`src/rtl/crypto_pkg.sv`:
```
// crypto_pkg: shared types and constants for the crypto stream sequencer.
//   seq_state_e   - sequencer FSM states
//   BLK_W/WORD_W  - engine block width and stream word width
//   WORDS_PER_BLK - stream words per engine block
//   ALIGN_MASK    - low length bits that must be clear for a whole-block packet
package crypto_pkg;

    typedef enum logic [2:0] {
        ST_IDLE,
        ST_FILL,
        ST_START,
        ST_WAIT,
        ST_UNPACK,
        ST_DROP
    } seq_state_e;

    localparam int BLK_W         = 128;
    localparam int WORD_W        = 32;
    localparam int WORDS_PER_BLK = 4;

    localparam logic [31:0] ALIGN_MASK = 32'h0000_000F;

    // A packet the engine can take must be a non-zero whole number of blocks.
    function automatic logic len_bad(input logic [31:0] len);
        return (len == '0) || ((len & ALIGN_MASK) != '0);
    endfunction

endpackage

```
`src/rtl/crypto_stream_seq_if.sv`:
```
// crypto_stream_seq_if: 32-bit AXI-Stream bundle used on both sides of the
// sequencer.
//   tdata/tvalid/tlast - driven by the master
//   tready             - driven by the slave
interface crypto_stream_seq_if;
    import crypto_pkg::*;

    logic [WORD_W-1:0] tdata;
    logic              tvalid;
    logic              tready;
    logic              tlast;

    modport master (output tdata, output tvalid, output tlast, input tready);
    modport slave  (input tdata, input tvalid, input tlast, output tready);

endinterface

```
`src/rtl/crypto_seq_watchdog.sv`:
```
// crypto_seq_watchdog: engine watchdog for the stream sequencer.
//   clk, rst_n - clock, async active-low reset
//   clr        - reload the down-counter (issued as the sequencer enters WAIT)
//   en         - count while waiting on the engine
//   expired    - high for the cycle in which TIMEOUT_CYCLES have elapsed
module crypto_seq_watchdog #(
    parameter int unsigned TIMEOUT_CYCLES = 4096
) (
    input  logic clk,
    input  logic rst_n,
    input  logic clr,
    input  logic en,
    output logic expired
);

    localparam logic [31:0] LOAD = 32'(TIMEOUT_CYCLES - 1);

    logic [31:0] cnt;

    always_ff @(posedge clk or negedge rst_n) begin
        if (!rst_n) begin
            cnt <= '0;
        end else if (clr) begin
            cnt <= LOAD;
        end else if (en && (cnt != '0)) begin
            cnt <= cnt - 32'd1;
        end
    end

    assign expired = en && (cnt == '0);

endmodule

```
`src/rtl/crypto_stream_seq.sv`:
```
// crypto_stream_seq: packs a 32-bit AXI-Stream packet into 128-bit blocks for
// crypto_engine, issues one start pulse per block, and unpacks each result
// onto a 32-bit AXI-Stream. Polices packet length/alignment up front.
//   clk, rst_n            - clock, async active-low reset
//   s_axis (slave)        - plaintext stream in
//   m_axis (master)       - ciphertext stream out
//   i_total_len           - packet length in bytes, sampled on first beat
//   eng_*                 - engine start/length/data and busy/done/result
//   o_err_align/len/timeout - single-cycle error pulses
//   o_blk_cnt             - blocks completed since reset
// Build option: CRYPTO_SEQ_TIMEOUT_EN adds the engine watchdog.
//
// state  | meaning
// IDLE   | ready for first beat of a packet
// FILL   | collecting words 1..3 (or 0..3 on later blocks)
// START  | block full, waiting for engine idle, then pulse start
// WAIT   | engine running, eng_din held
// UNPACK | emitting result words MSW first
// DROP   | discarding beats up to tlast
module crypto_stream_seq
    import crypto_pkg::*;
#(
    parameter int unsigned TIMEOUT_CYCLES = 4096
) (
    input  logic                clk,
    input  logic                rst_n,
    crypto_stream_seq_if.slave  s_axis,
    crypto_stream_seq_if.master m_axis,
    input  logic [31:0]         i_total_len,
    output logic                eng_start,
    output logic [31:0]         eng_total_len,
    output logic [BLK_W-1:0]    eng_din,
    input  logic                eng_busy,
    input  logic                eng_done,
    input  logic [BLK_W-1:0]    eng_dout,
    output logic                o_err_align,
    output logic                o_err_len,
    output logic                o_err_timeout,
    output logic [31:0]         o_blk_cnt
);

    localparam logic [1:0] LAST_IDX = 2'(WORDS_PER_BLK - 1);

    seq_state_e       state, state_d;
    logic [1:0]       widx, widx_d, oidx, oidx_d;
    logic [27:0]      blk_rem, blk_rem_d;
    logic             tlast_seen, tlast_seen_d;
    logic             miss_last, miss_last_d;
    logic [BLK_W-1:0] din_q, din_d, dout_buf, dout_buf_d;
    logic [31:0]      len_q, len_d, blk_cnt, blk_cnt_d;
    logic             start_d, err_align_d, err_len_d, err_to_d;
    logic             s_beat, m_beat, final_word;
    logic             wd_clr, wd_en, wd_expired;

    assign s_axis.tready = (state == ST_IDLE) || (state == ST_FILL) || (state == ST_DROP);
    assign s_beat        = s_axis.tvalid && s_axis.tready;

    // Result buffer shifts left per beat, so the current word is always on top.
    assign m_axis.tvalid = (state == ST_UNPACK);
    assign m_axis.tdata  = dout_buf[BLK_W-1 -: WORD_W];
    assign m_axis.tlast  = (state == ST_UNPACK) && (oidx == LAST_IDX) && (blk_rem == 28'd1);
    assign m_beat        = m_axis.tvalid && m_axis.tready;

    assign final_word = (widx == LAST_IDX) && (blk_rem == 28'd1);

    always_comb begin
        state_d      = state;
        widx_d       = widx;
        oidx_d       = oidx;
        blk_rem_d    = blk_rem;
        tlast_seen_d = tlast_seen;
        miss_last_d  = miss_last;
        din_d        = din_q;
        dout_buf_d   = dout_buf;
        len_d        = len_q;
        blk_cnt_d    = blk_cnt;
        start_d      = 1'b0;
        err_align_d  = 1'b0;
        err_len_d    = 1'b0;
        err_to_d     = 1'b0;
        wd_clr       = 1'b0;
        wd_en        = 1'b0;
        case (state)
            ST_IDLE: begin
                if (s_beat) begin
                    len_d        = i_total_len;
                    blk_rem_d    = i_total_len[31:4];
                    din_d        = {din_q[BLK_W-WORD_W-1:0], s_axis.tdata};
                    tlast_seen_d = s_axis.tlast;
                    miss_last_d  = 1'b0;
                    if (len_bad(i_total_len)) begin
                        err_align_d = 1'b1;
                        state_d     = s_axis.tlast ? ST_IDLE : ST_DROP;
                    end else if (s_axis.tlast) begin
                        // word 0 can never be the final word of a legal packet
                        err_len_d = 1'b1;
                        state_d   = ST_IDLE;
                    end else begin
                        widx_d  = 2'd1;
                        state_d = ST_FILL;
                    end
                end
            end
            ST_FILL: begin
                if (s_beat) begin
                    din_d        = {din_q[BLK_W-WORD_W-1:0], s_axis.tdata};
                    tlast_seen_d = s_axis.tlast;
                    if (s_axis.tlast && !final_word) begin
                        err_len_d = 1'b1;
                        state_d   = ST_IDLE;
                    end else begin
                        widx_d = widx + 2'd1;
                        if (widx == LAST_IDX) begin
                            miss_last_d = final_word && !s_axis.tlast;
                            state_d     = ST_START;
                        end
                    end
                end
            end
            ST_START: begin
                if (!eng_busy) begin
                    start_d = 1'b1;
                    wd_clr  = 1'b1;
                    state_d = ST_WAIT;
                end
            end
            ST_WAIT: begin
                wd_en = 1'b1;
                if (eng_done) begin
                    dout_buf_d = eng_dout;
                    blk_cnt_d  = blk_cnt + 32'd1;
                    oidx_d     = 2'd0;
                    state_d    = ST_UNPACK;
                end else if (wd_expired) begin
                    err_to_d = 1'b1;
                    state_d  = tlast_seen ? ST_IDLE : ST_DROP;
                end
            end
            ST_UNPACK: begin
                if (m_beat) begin
                    dout_buf_d = {dout_buf[BLK_W-WORD_W-1:0], {WORD_W{1'b0}}};
                    oidx_d     = oidx + 2'd1;
                    if (oidx == LAST_IDX) begin
                        blk_rem_d = blk_rem - 28'd1;
                        if (blk_rem == 28'd1) begin
                            if (miss_last) begin
                                err_len_d = 1'b1;
                                state_d   = ST_DROP;
                            end else begin
                                state_d = ST_IDLE;
                            end
                        end else begin
                            widx_d  = 2'd0;
                            state_d = ST_FILL;
                        end
                    end
                end
            end
            ST_DROP: begin
                if (s_beat && s_axis.tlast) begin
                    state_d = ST_IDLE;
                end
            end
            default: state_d = ST_IDLE;
        endcase
    end

    always_ff @(posedge clk or negedge rst_n) begin
        if (!rst_n) begin
            state         <= ST_IDLE;
            widx          <= '0;
            oidx          <= '0;
            blk_rem       <= '0;
            tlast_seen    <= 1'b0;
            miss_last     <= 1'b0;
            din_q         <= '0;
            dout_buf      <= '0;
            len_q         <= '0;
            blk_cnt       <= '0;
            eng_start     <= 1'b0;
            o_err_align   <= 1'b0;
            o_err_len     <= 1'b0;
            o_err_timeout <= 1'b0;
        end else begin
            state         <= state_d;
            widx          <= widx_d;
            oidx          <= oidx_d;
            blk_rem       <= blk_rem_d;
            tlast_seen    <= tlast_seen_d;
            miss_last     <= miss_last_d;
            din_q         <= din_d;
            dout_buf      <= dout_buf_d;
            len_q         <= len_d;
            blk_cnt       <= blk_cnt_d;
            eng_start     <= start_d;
            o_err_align   <= err_align_d;
            o_err_len     <= err_len_d;
            o_err_timeout <= err_to_d;
        end
    end

    assign eng_din       = din_q;
    assign eng_total_len = len_q;
    assign o_blk_cnt     = blk_cnt;

`ifdef CRYPTO_SEQ_TIMEOUT_EN
    crypto_seq_watchdog #(
        .TIMEOUT_CYCLES(TIMEOUT_CYCLES)
    ) u_wdog (
        .clk    (clk),
        .rst_n  (rst_n),
        .clr    (wd_clr),
        .en     (wd_en),
        .expired(wd_expired)
    );
`else
    logic unused_wdog;
    assign wd_expired  = 1'b0;
    assign unused_wdog = ^{wd_clr, wd_en, TIMEOUT_CYCLES};
`endif

endmodule

```
`src/flat_wrapper.sv`:
```
// flat-port wrapper written by rule: the top's interface ports become plain ports
module crypto_stream_seq_flat import crypto_pkg::*;
#(
    parameter int unsigned TIMEOUT_CYCLES = 4096
)
  (clk, rst_n, i_total_len, eng_start, eng_total_len, eng_din, eng_busy, eng_done, eng_dout, o_err_align, o_err_len, o_err_timeout, o_blk_cnt, s_axis_tdata, s_axis_tvalid, s_axis_tlast, s_axis_tready, m_axis_tdata, m_axis_tvalid, m_axis_tlast, m_axis_tready);
  crypto_stream_seq_if s_axis_i ();
  crypto_stream_seq_if m_axis_i ();
  input  logic clk;
  input  logic rst_n;
  input  logic [31:0] i_total_len;
  output logic eng_start;
  output logic [31:0] eng_total_len;
  output logic [BLK_W-1:0] eng_din;
  input  logic eng_busy;
  input  logic eng_done;
  input  logic [BLK_W-1:0] eng_dout;
  output logic o_err_align;
  output logic o_err_len;
  output logic o_err_timeout;
  output logic [31:0] o_blk_cnt;
  input wire logic [$bits(s_axis_i.tdata)-1:0] s_axis_tdata;
  input wire logic [$bits(s_axis_i.tvalid)-1:0] s_axis_tvalid;
  input wire logic [$bits(s_axis_i.tlast)-1:0] s_axis_tlast;
  output wire logic [$bits(s_axis_i.tready)-1:0] s_axis_tready;
  output wire logic [$bits(m_axis_i.tdata)-1:0] m_axis_tdata;
  output wire logic [$bits(m_axis_i.tvalid)-1:0] m_axis_tvalid;
  output wire logic [$bits(m_axis_i.tlast)-1:0] m_axis_tlast;
  input wire logic [$bits(m_axis_i.tready)-1:0] m_axis_tready;
  assign s_axis_i.tdata = s_axis_tdata;
  assign s_axis_i.tvalid = s_axis_tvalid;
  assign s_axis_i.tlast = s_axis_tlast;
  assign s_axis_tready = s_axis_i.tready;
  assign m_axis_tdata = m_axis_i.tdata;
  assign m_axis_tvalid = m_axis_i.tvalid;
  assign m_axis_tlast = m_axis_i.tlast;
  assign m_axis_i.tready = m_axis_tready;
  crypto_stream_seq #(.TIMEOUT_CYCLES(TIMEOUT_CYCLES)) u_core (.clk(clk), .rst_n(rst_n), .s_axis(s_axis_i), .m_axis(m_axis_i), .i_total_len(i_total_len), .eng_start(eng_start), .eng_total_len(eng_total_len), .eng_din(eng_din), .eng_busy(eng_busy), .eng_done(eng_done), .eng_dout(eng_dout), .o_err_align(o_err_align), .o_err_len(o_err_len), .o_err_timeout(o_err_timeout), .o_blk_cnt(o_blk_cnt));
endmodule
```
`config.mk`:
```
export PLATFORM = sky130hd
export DESIGN_NAME = crypto_stream_seq_flat
export DESIGN_NICKNAME = d
export VERILOG_FILES = /design/src/rtl/crypto_pkg.sv /design/src/rtl/crypto_stream_seq_if.sv /design/src/rtl/crypto_seq_watchdog.sv /design/src/rtl/crypto_stream_seq.sv /design/src/flat_wrapper.sv
export SDC_FILE = /design/constraint.sdc
export NUM_CORES = 1
export LEC_CHECK = 0
export BUFFER_PORTS_ARGS = -buffer_cell sky130_fd_sc_hd__clkbuf_2
export CAP_MARGIN = 20
export CORE_UTILIZATION = 41
export CTS_CLUSTER_DIAMETER = 60
export CTS_CLUSTER_SIZE = 30
export DETAILED_ROUTE_END_ITERATION = 7
export PLACE_DENSITY = 0.72
export REMOVE_ABC_BUFFERS = 1
export SYNTH_ARGS = -nofsm -noshare
export SYNTH_HDL_FRONTEND = slang
export SYNTH_HIERARCHICAL = 1
export SYNTH_SLANG_ARGS = --single-unit
export TNS_END_PERCENT = 10
```
`constraint.sdc`:
```
create_clock -name clk -period 2.95 [get_ports clk]
set_clock_uncertainty 0.15 [all_clocks]
set_input_delay 0.1475 -clock clk [delete_from_list [all_inputs] [get_ports clk]]
set_output_delay 0.1475 -clock clk [all_outputs]
set_load 0.005 [all_outputs]
```
**Word-level counts from Yosys, hierarchy flattened**

Cells that the tools add are included.

- Register bits: 359
- Bits of input ports: 199
- Word-level logic and storage cells: 120

- Add/subtract/negate cells: 4
- Equality and inequality tests: 21
- Muxes and demuxes: 54
- Reductions and logical operators: 29

Operator list:

| kind | number |
|---|---|
| 2-to-1 mux 128 bit | 2 |
| one-hot mux 128 bit (2 select lines) | 1 |
| 2-to-1 mux 28 bit | 3 |
| one-hot mux 28 bit (2 select lines) | 1 |
| 2-to-1 mux 3 bit | 13 |
| adder 32 x 1 -> 32 bit (second input constant) | 1 |
| zero test 32 bit | 1 |
| nonzero test 32 bit | 1 |
| == test 28 x 1 -> 1 bit (second input constant) | 1 |
| subtractor 28 x 1 -> 28 bit (second input constant) | 1 |
| 2-to-1 mux 2 bit | 10 |
| != test 2 bit (second input constant) | 10 |
| 2-to-1 mux 1 bit | 19 |
| one-hot mux 3 bit (6 select lines) | 1 |
| AND reduction 9 bit | 1 |
| logical AND 1 bit | 8 |
| AND reduction 8 bit | 1 |
| == test 3 x 2 -> 1 bit (second input constant) | 2 |
| == test 3 bit (second input constant) | 2 |
| one-hot mux 2 bit (3 select lines) | 1 |
| AND reduction 2 bit | 3 |
| nonzero test 2 bit | 3 |
| AND reduction 5 bit | 1 |
| adder 2 x 1 -> 2 bit (second input constant) | 2 |
| 14 further kinds | 19 |

**Depth between registers and ports, before layout**

- Depth after elaboration: 7
- Mapped depth: 10
- Depth with buffers taken out: 8

**Least setup slack after synthesis**

OpenSTA, ideal clock, no wires.

- Path kind: reg-to-reg
- From: register u_core.blk_rem[20]
- To: register u_core.widx[1]
- Data arrival time: 2.602 ns
- Data required time: 2.675 ns
- Path slack: 0.073 ns
- Cell stages (with the launch flop): 7
- Path buffers: 0
- Period minus slack after synthesis: 2.877 ns
- Cells stage by stage: dfrtp_1 -> or4_4 -> or4_1 -> or4_1 -> nor3b_1 -> a221o_1 -> mux2_4

- Cells in the longest elaborated chain, start to end: 6
- Elaborated cells between the ends (all ways): 7
- Those cells by class: eq/ne (3); reduce/logical (4)

RTL lines:

| what | line | RTL |
|---|---|---|
| from (decl) | crypto_stream_seq.sv:46 | `logic [27:0] blk_rem, blk_rem_d;` |
| from (signal assigned) | crypto_stream_seq.sv:188 | `blk_rem <= blk_rem_d;` |
| == test 28 x 1 -> 1 bit (*) | crypto_stream_seq.sv:64, crypto_stream_seq.sv:145 |  |
| logical AND 1 bit | crypto_stream_seq.sv:64 | `assign final_word = (widx == LAST_IDX) && (blk_rem == 28'd1);` |
| zero test 1 bit | crypto_stream_seq.sv:108 | `if (s_axis.tlast && !final_word) begin` |
| logical AND 1 bit | crypto_stream_seq.sv:108 |  |
| != test 2 bit (no line) | - |  |
| AND reduction 9 bit (no line) (*) | - |  |
| to (signal assigned) | crypto_stream_seq.sv:186 | `widx <= widx_d;` |
| to (decl) | crypto_stream_seq.sv:45 | `logic [1:0] widx, widx_d, oidx, oidx_d;` |

Every way passes the cells marked *; elsewhere a longest branch is shown, timed or not.
A chain may end at the register's enable or synchronous reset.

**Final worst setup path**

- From: register u_core.blk_rem[19]
- To: register u_core.widx[1]

The elaborated chain is that of the path after synthesis.

==> results by group <==
Synthesis
  • Number of cells produced by synthesis: 1658
  • Synth unique cells: 47
  • Cell with the most instances after synthesis: sky130_fd_sc_hd__nand2_1
  • Syn avg cell area: 9.427 µm²
  • Cell type with the highest aggregate area in the netlist: sky130_fd_sc_hd__dfrtp_1
  • Most frequent cells after synthesis: sky130_fd_sc_hd__nand2_1, sky130_fd_sc_hd__dfrtp_1, sky130_fd_sc_hd__o21ai_0
  • Post-synth EDFFs: 0
  • Share of the synthesized area in the top cell type: between 50% and 60%
  • Commonest register cell after synthesis: sky130_fd_sc_hd__dfrtp_1
  • Combined area of all synthesized cells: roughly 0.016 mm²
  • Number of synthesized register bits: 359
  • Yosys synthesis warning count: 6
  • Proportion of register bits with asynchronous set or reset after synthesis: 100.0%
  • Cell types occupying the most area after synthesis: sky130_fd_sc_hd__dfrtp_1, sky130_fd_sc_hd__nand2_1, sky130_fd_sc_hd__mux2i_1, sky130_fd_sc_hd__o21ai_0, sky130_fd_sc_hd__clkbuf_1
  • Sequential area share after synthesis: 57.48%

Drt
  • Detailed-route wire length: 45970 µm
  • First-pass iteration count of the detailed router: 7
  • Avg Vias per Cell: approximately 5.1
  • DRC violations left: 0
  • Number of design-rule violations left by the first detailed-router iteration: between 800 and 900
  • DR vias: 14000
  • Residual antenna-violating net count after detailed routing: 0
  • Post-detailed-route wirelength per cell: 16.62 µm

Run
  • Max-Cap Viols: 0

Floorplanning
  • Count of standard-cell rows: between 70 and 80
  • Vertical die dimension: 197.3 µm
  • Die area: 0.03891 mm²
  • Core area: around 0.038 mm²
  • Effective utilization at floorplan: 41.59%
  • X dimension of the die: approximately 200 µm
  • # IOs: 430

Global route
  • Antenna violations before repair: 1
  • GR met3 Demand/Resource: 3.824%
  • Met1 Usage GRT: 28.57%
  • Total gr overflow: 0
  • Layer with the highest usage: met2
  • Global routing usage on met2: 39.50%
  • Total routing resource utilization after global routing: roughly a quarter
  • Maximum number of pins on one net before global-route repair: about 220
  • Via count of the first global-routing pass: 14070
  • Global-route wire length before repair: 73310 µm

STA
  • Max Slew Vio Count: 0
  • Worst Slack Setup Final: around 0.03 ns
  • Relative slew slack: 44.35%
  • Setup repair after global routing missed its margin: yes
  • Post-layout minimum cycle time: 2.920 ns
  • Number of failing hold endpoints at the final stage: 0
  • Total setup violations reported at the end of the flow: 0
  • Setup TNS Final: 0 ns
  • Actual transition at the worst max-transition pin: 0.8348 ns
  • Fraction of the cycle the final worst path needs: 98.98%
  • Worst hold slack after final layout: 0.04736 ns
  • Highest clock frequency the design can meet: between 0.3 and 0.4 GHz

Cells and area
  • Syn-to-layout area delta: 36.95%
  • Fin cells: ~2800
  • Total Nets Final: around 2400
  • Fraction of layout instances using a drive strength above 1: 23.82%

Critical path
  • Reg-to-reg critical path endpoint: u_core/widx[1]
  • Arrival time reported for the critical path endpoint: about 3.2 ns
  • Launch point of the worst path: u_core/blk_rem[19]
  • Max Fanout on Critical Path: 4
  • Required time of the critical path: ~3.3 ns
  • Worst Reg2Reg Path Length in Cells: 6
  • Worst-case register-to-register setup slack: ~0.030 ns
  • WS Path Type: flop to flop
  • Startpoint kind of the worst setup timing path: flop
  • Startpoint of the worst-slack reg-to-reg timing path: u_core/blk_rem[19]
  • Capturing element type of the critical path: flop
  • Capture point of the critical path: u_core/widx[1]

Clock network
  • Clock tree sinks: 359
  • Clk_lat worst skew: 0.59 ns
  • Clock transition at the register clock pins on the worst setup and hold paths after CTS: 0.08 ns
  • CTS tree: yes
  • Maximum number of buffers from clock root to sink: 3
  • Clock buffers created by TritonCTS: 31
  • CTS root buf: sky130_fd_sc_hd__clkbuf_16
  • Count of H-tree levels built during CTS: 1

Placed design
  • Number of input and output port buffers inserted: 428
  • Post-Place Worst Slack: 0.001508 ns
  • Placed Cells incl. Taps: 2503
  • Final GP Congestion: about 0.9
  • Half-perimeter wire length after detailed placement: 29400 µm

Power and ir drop
  • Leak Pwr: 10.96 nW
  • Power, Total: 19.16 mW
  • Worst ir drop on vdd: 0.0006395 V
  • Total power per unit cell area: 895.0 mW/mm²

Hold path
  • Hold Crit Class: input pin to asynchronous set/reset pin

Status
  • Run status: finished, final reports clean
==> worst min-delay path by stage <==
stage / slack [ns] / depth (start not counted) / endpoint / startpoint
finish: 0.05 / 2 / u_core/blk_rem[27] / rst_n
detailed placement: 0.06 / 1 / u_core/dout_buf[96] / rst_n
global placement: 0.05 / 1 / u_core/dout_buf[113] / rst_n
floorplan: -0.30 / 0 / u_core/blk_rem[0] / rst_n
global route: 0.08 / 2 / u_core/dout_buf[96] / rst_n
CTS: 0.04 / 2 / u_core/o_err_len / rst_n
==> worst max-delay path, cell delays in order (launching register included) <==
cell and delay, ns:
sky130_fd_sc_hd__dfrtp_1 0.38, sky130_fd_sc_hd__or4_4 0.56, sky130_fd_sc_hd__or4_4 0.56, sky130_fd_sc_hd__or4_4 0.43, sky130_fd_sc_hd__nor3b_1 0.15, sky130_fd_sc_hd__a221o_1 0.30, sky130_fd_sc_hd__mux2_4 0.30
==> per-layer routing <==
metal	wire length, µm	up-vias
li1	-	6625
met1	18310	6671
met5	0	-
met4	2339	0
met3	2662	167
met2	22660	535
==> report_power, final <==
| part | switching [mW] | internal, mW | total (mW) | leakage (nW) |
|---|---|---|---|---|
| clock | 2.11 | 2.24 | 4.35 | 0.525 |
| combinational | 3.84 | 2.92 | 6.76 | 5.84 |
| sequential | 1.30 | 6.74 | 8.05 | 4.59 |
| total | 7.26 | 11.9 | 19.2 | 11.0 |
==> layout make-up <==
type / instances / area [µm²]
Clock inverter: 21 / 280.3
Sequential cell: 359 / 8984
Inverter: 13 / 53.80
Timing Repair Buffer: 672 / 4609
Clock buffer: 34 / 797.0
Fill cell: 3151 / 16170
Tap cell: 511 / 639.4
Multi-Input combinational cell: 1155 / 6040
Antenna cell: 1 / 2.502
==> metrics by stage <==
step | area (µm²) | utilization [%]
6_report | 21410 | 56.96
3_5_place_dp | 18220 | 48.48
3_3_place_gp | 18220 | 48.48
4_1_cts | 21380 | 56.90
2_1_floorplan | 15010 | -
5_1_grt | 21410 | 56.96
==> placed cells by master, fill, tap and decap left out, drive strengths merged, types with 12 or more instances in the layout <==
cell           n
nor2          40
buf           38
mux2i         97
nor3          15
nor4          12
dfrtp        359
clkbuf       461
dlygate4sd3  207
inv           24
a22o          32
nand2        620
nand3         27
a21oi         46
o21ai        121
xnor2         22
==> repair_timing <==
item,in CTS,in global routing
endpoints found under the setup margin,1,23
setup buffers,0,0
endpoints found under the hold margin,449,0
hold buffers,207,0
resized for setup,3,4
pin swaps,0,2
==> sequential cells by signal, summed over array words and instances, names as in the netlist <==
| name | count |
|---|---|
| u_core/blk_rem | 28 |
| u_core/dout_buf | 128 |
| u_core/eng_din | 128 |
| u_core/eng_start | 1 |
| u_core/eng_total_len | 32 |
| u_core/miss_last | 1 |
| u_core/o_blk_cnt | 32 |
| u_core/o_err_align | 1 |
| u_core/o_err_len | 1 |
| u_core/oidx | 2 |
| u_core/state | 3 |
| u_core/widx | 2 |
==> logic make-up after synthesis <==
| family | after synthesis | synth area share (%) |
|---|---|---|
| AO/OA/AOI/OAI | 243 | 9.342 |
| buffers and inverters | 144 | 4.251 |
| XOR/XNOR | 32 | 1.793 |
| other | 1 | 0.02399 |
| flip-flops | 359 | 57.48 |
| multiplexers | 99 | 6.380 |
| adder cells (fa/ha/maj) | 5 | 0.4003 |
| AND/OR/NAND/NOR | 775 | 20.33 |
No activity file was read; power rests on OpenSTA's default activity.
